===== src/rtl/fir_decim_avg.sv =====
// Integrate-and-dump decimator behind the 8-bit FIR: averages each block of DECIM
// valid samples and queues the results in a small FIFO with a valid/ready output.
module fir_decim_avg #(
  parameter int DW         = 8,
  parameter int DECIM      = 4,
  parameter int FIFO_DEPTH = 4
) (
  input  logic                     clk,
  input  logic                     rst,
  input  logic                     clear,
  input  logic                     in_valid,
  input  logic [DW-1:0]            in_data,
  output logic                     out_valid,
  input  logic                     out_ready,
  output logic [DW-1:0]            out_data,
  output logic [$clog2(DECIM)-1:0] phase,
  output logic                     overflow
);

  localparam int PW  = $clog2(DECIM);
  localparam int AW  = DW + PW;
  localparam int FAW = $clog2(FIFO_DEPTH);

  localparam logic [PW-1:0] LAST_PHASE = PW'(DECIM - 1);
  localparam logic [FAW:0]  FULL_COUNT = (FAW + 1)'(FIFO_DEPTH);

  logic [AW-1:0]  acc;
  logic [AW-1:0]  sum;
  logic [DW-1:0]  result;
  logic           dump;

  logic [DW-1:0]  mem [FIFO_DEPTH];
  logic [FAW-1:0] wr_ptr;
  logic [FAW-1:0] rd_ptr;
  logic [FAW:0]   count;

  logic           empty;
  logic           full;
  logic           pop;
  logic           push_req;
  logic           push;
  logic           drop;

  // The accumulator carries PW extra bits, so the block sum never wraps before the shift.
  always_comb begin
    sum      = acc + AW'(in_data);
    result   = sum[AW-1:PW];
    dump     = in_valid && (phase == LAST_PHASE);
    empty    = (count == '0);
    full     = (count == FULL_COUNT);
    pop      = !clear && !empty && out_ready;
    push_req = !clear && dump;
    push     = push_req && (!full || pop);
    drop     = push_req && full && !pop;
    out_valid = !empty;
    out_data  = empty ? '0 : mem[rd_ptr];
  end

  always_ff @(posedge clk or negedge rst) begin
    if (!rst) begin
      acc   <= '0;
      phase <= '0;
    end else if (clear) begin
      acc   <= '0;
      phase <= '0;
    end else if (in_valid) begin
      if (dump) begin
        acc   <= '0;
        phase <= '0;
      end else begin
        acc   <= sum;
        phase <= phase + PW'(1);
      end
    end
  end

  // Pointers wrap naturally because FIFO_DEPTH is a power of two; count tells full from empty.
  always_ff @(posedge clk or negedge rst) begin
    if (!rst) begin
      wr_ptr <= '0;
      rd_ptr <= '0;
      count  <= '0;
    end else if (clear) begin
      wr_ptr <= '0;
      rd_ptr <= '0;
      count  <= '0;
    end else begin
      if (push) wr_ptr <= wr_ptr + FAW'(1);
      if (pop)  rd_ptr <= rd_ptr + FAW'(1);
      case ({push, pop})
        2'b10:   count <= count + (FAW + 1)'(1);
        2'b01:   count <= count - (FAW + 1)'(1);
        default: count <= count;
      endcase
    end
  end

  always_ff @(posedge clk) begin
    if (push) mem[wr_ptr] <= result;
  end

  always_ff @(posedge clk or negedge rst) begin
    if (!rst) begin
      overflow <= 1'b0;
    end else if (clear) begin
      overflow <= 1'b0;
    end else if (drop) begin
      overflow <= 1'b1;
    end
  end

endmodule


===== config.mk =====
export PLATFORM = sky130hd
export DESIGN_NAME = fir_decim_avg
export DESIGN_NICKNAME = d
export VERILOG_FILES = /design/src/rtl/fir_decim_avg.sv
export SDC_FILE = /design/constraint.sdc
export NUM_CORES = 1
export LEC_CHECK = 0
export CORE_ASPECT_RATIO = 0.5
export CORE_MARGIN = 2
export CORE_UTILIZATION = 30
export CTS_CLUSTER_DIAMETER = 200
export DETAILED_ROUTE_END_ITERATION = 8
export HOLD_SLACK_MARGIN = 0.1
export PLACE_DENSITY = 0.5
export SYNTH_ARGS = -nofsm -noshare
export SYNTH_HDL_FRONTEND = slang
export SYNTH_SLANG_ARGS = --single-unit

===== constraint.sdc =====
create_clock -name clk -period 2.33 [get_ports clk]
set_input_delay 0.466 -clock clk [delete_from_list [all_inputs] [get_ports clk]]
set_output_delay 0.466 -clock clk [all_outputs]
set_load 0.01 [all_outputs]

==> run summary <==
Buffers and inverters on the worst path: 3
Gr usage total: 12.9%
Most common cell in the netlist: edfxtp_1
Area Growth Syn to Fin: 35.1%
Die Y: 72.0 um
First-pass GRT wire length: 10.1 mm
Run status: completed
Clk_lat worst skew: 0.29 ns
Headroom to the max-slew limit: 59.2%
Fillers: 856
Fin Hold WS: 0.507 ns
Sequential share of the synthesized area: 52.8%
DR pass1 iterations: 4
Top cell by count, worst path: buf_4
Std-Cell Rows: 24
Pins over their slew limit: 0
Critical path arrival: 2.28 ns
Fin crit period: 2.25 ns
Core box area: 8830 um^2
Synthesized area per cell: 12.2 um^2
Worst vdd ir: 0.285 mV
Distinct cells, synth: 54
DR vias: 1954
DRC: 0
Dpl cells: 398
Most area-consuming cells after synthesis: edfxtp_1 35%, dfrtp_1 18%, mux4_2 6.5%
Post-DRT Antenna Nets: 0
Die Area: 10100 um^2
Fin nets: 317
Global route overflow: 0
Layout cells sized above 1: 26.2%
Most used DFF post-synth: edfxtp_1
Leading area contributor after synthesis: edfxtp_1
Worst path max stage delay: 0.41 ns
Pleak: 1.51 nW
Initial antenna violation count: 0
CTS Buf Count: 5
Diode count: 0
Hold crit path type: input pin to asynchronous set/reset pin
Top post-synthesis cells by count: 32 x edfxtp_1, 20 x dfrtp_1, 18 x nor2_1
Total Power: 2.36 mW
Final Setup Violations: 0
Crit Path Class: input pin to register
Worst setup SP type: input pin
P per Cell Area: 632 nW/um^2
Post-Synthesis Cells: 227
Net Count, Synth: 255
Cell chosen for the clock root: clkbuf_16
Fraction of registers with async set/reset: 38.5%
Max Fclk: 444 MHz
Detailed Place HPWL: 4.41 mm
DIE WIDTH: 140 um
Synth top area share: 34.7%
CTS tree: yes
Clk pin slew, worst setup/hold paths: 0.07 ns
Critical-path cell list: clkdlybuf4s50_1, ha_1, nor2b_1, o31a_1, buf_4, o41ai_4, buf_4, xnor2_2
Drt via density: 4.80
Req. time, crit path: 2.35 ns
Setup crit end kind: register
# clock sinks: 52
RD Place Congestion: 0.818
Worst Path Max Fanout: 4
Clock Path Buffers: 2
Vias in the first global route: 2015
Port Buffers: 24
YS warnings: 0
Final core utilization: 42.4%
Initial DRC Count: 78
H-Tree Depth: 2
Final WL: 6.15 mm
Final worst path period share: 96.6%
CP top delay family: buffers and inverters
Slowest-stage cell, CP: clkdlybuf4s50_1
Skew final: 0.00735 ns
Largest net degree at the start of global routing: 23
Non-Filler Instances: 407
Post-synthesis register bit count: 52
Least-Margin Pin Slew: 0.608 ns
Max_cap viols: 0
Detailed-route wire length per cell: 15.1 um
# IOs: 25
Mapped Area: 2770 um^2
Initial Util: 31.4%
Hold Vio Cnt, Final: 0
Post-synth EDFFs: 32
-- per-layer routing --
layer	vias up	GRT usage [%]	part of all wire, %	wire [um]
met5	-	0	0	0
met4	0	4.00	1.1	70
met3	5	2.31	2.4	146
met2	24	22.0	47	2870
met1	957	17.3	50	3070
li1	968	-	-	-
-- timing repair --
item / 4_1_cts / 5_1_grt
gates resized for setup: 14 / 12
setup endpoints to repair: 15 / 21
hold buffers: 0 / 0
setup buffers: 0 / 1
pin swaps: 5 / 11
-- power by group --
group / switching (mW) / internal (mW) / total, mW
Clock: 0.336 / 0.512 / 0.848
Combinational: 0.230 / 0.227 / 0.457
Sequential: 0.0178 / 1.04 / 1.06
Total: 0.584 / 1.78 / 2.36
-- cell families after synthesis --
logic type               Yosys count  synth area share, %
flip-flops                        52                 52.8
buffers and inverters             24                 3.66
XOR/XNOR                          11                 3.48
adder cells (fa/ha/maj)           15                 7.32
AO/OA/AOI/OAI                     47                 12.2
multiplexers                       9                 6.87
AND/OR/NAND/NOR                   69                 13.7
-- worst reg2reg max path: cells and delay by family (launching register included) --
family | cells | cell delay (ns)
AOI/OAI and AO/OA | 1 | 0.24
adders and majority gates | 2 | 0.55
DFF | 1 | 0.39
and+or+nand+nor | 4 | 0.94
-- per-stage QoR --
stage | setup TNS [ns] | area [um^2] | worst slack, ns
floorplan | 0 | 2780 | 0.00924
detailed placement | -7.49 | 3490 | -0.366
finish | 0 | 3740 | 0.0793
global placement | -7.12 | 3490 | -0.349
global route | -0.00298 | 3740 | -0.00150
CTS | 0 | 3660 | 0.00513
-- flip-flops by register name, summed over array words and instances (netlist names) --
name,cells
acc,10
overflow,1
mem,32
phase,2
wr_ptr,2
rd_ptr,2
count,3
-- cells in the final DEF (no fill, tap or decap), types with 9 or more instances in the layout --
cell type / n
buf_4: 39
edfxtp_1: 32
dfrtp_1: 20
nor2_1: 18
and2_1: 12
clkdlybuf4s50_1: 12
inv_1: 11
a21oi_1: 11
ha_1: 9
dlygate4sd2_1: 9
-- layout make-up --
type | instances | area, um^2 | share of cell area (%)
Clock buffer | 6 | 129 | 3.44
Inverter | 11 | 41.3 | 1.10
Tap cell | 117 | 146 | 3.91
Clock inverter | 2 | 38.8 | 1.04
Sequential cell | 52 | 1460 | 39.1
Timing Repair Buffer | 68 | 629 | 16.8
Multi-Input combinational cell | 151 | 1300 | 34.6
-- final timing paths --
path	start	slack, ns	end	cells past startpoint
min	rst	0.51	acc[2]	2
max in group asynchronous	rst	1.59	acc[7]	2
min reg2reg	overflow	0.51	overflow	2
max reg2reg	phase[1]	0.09	count[2]	7
min in group clk	overflow	0.51	overflow	2
max	in_data[2]	0.08	mem[3][6]	8
(Power assumes the default switching activity.)
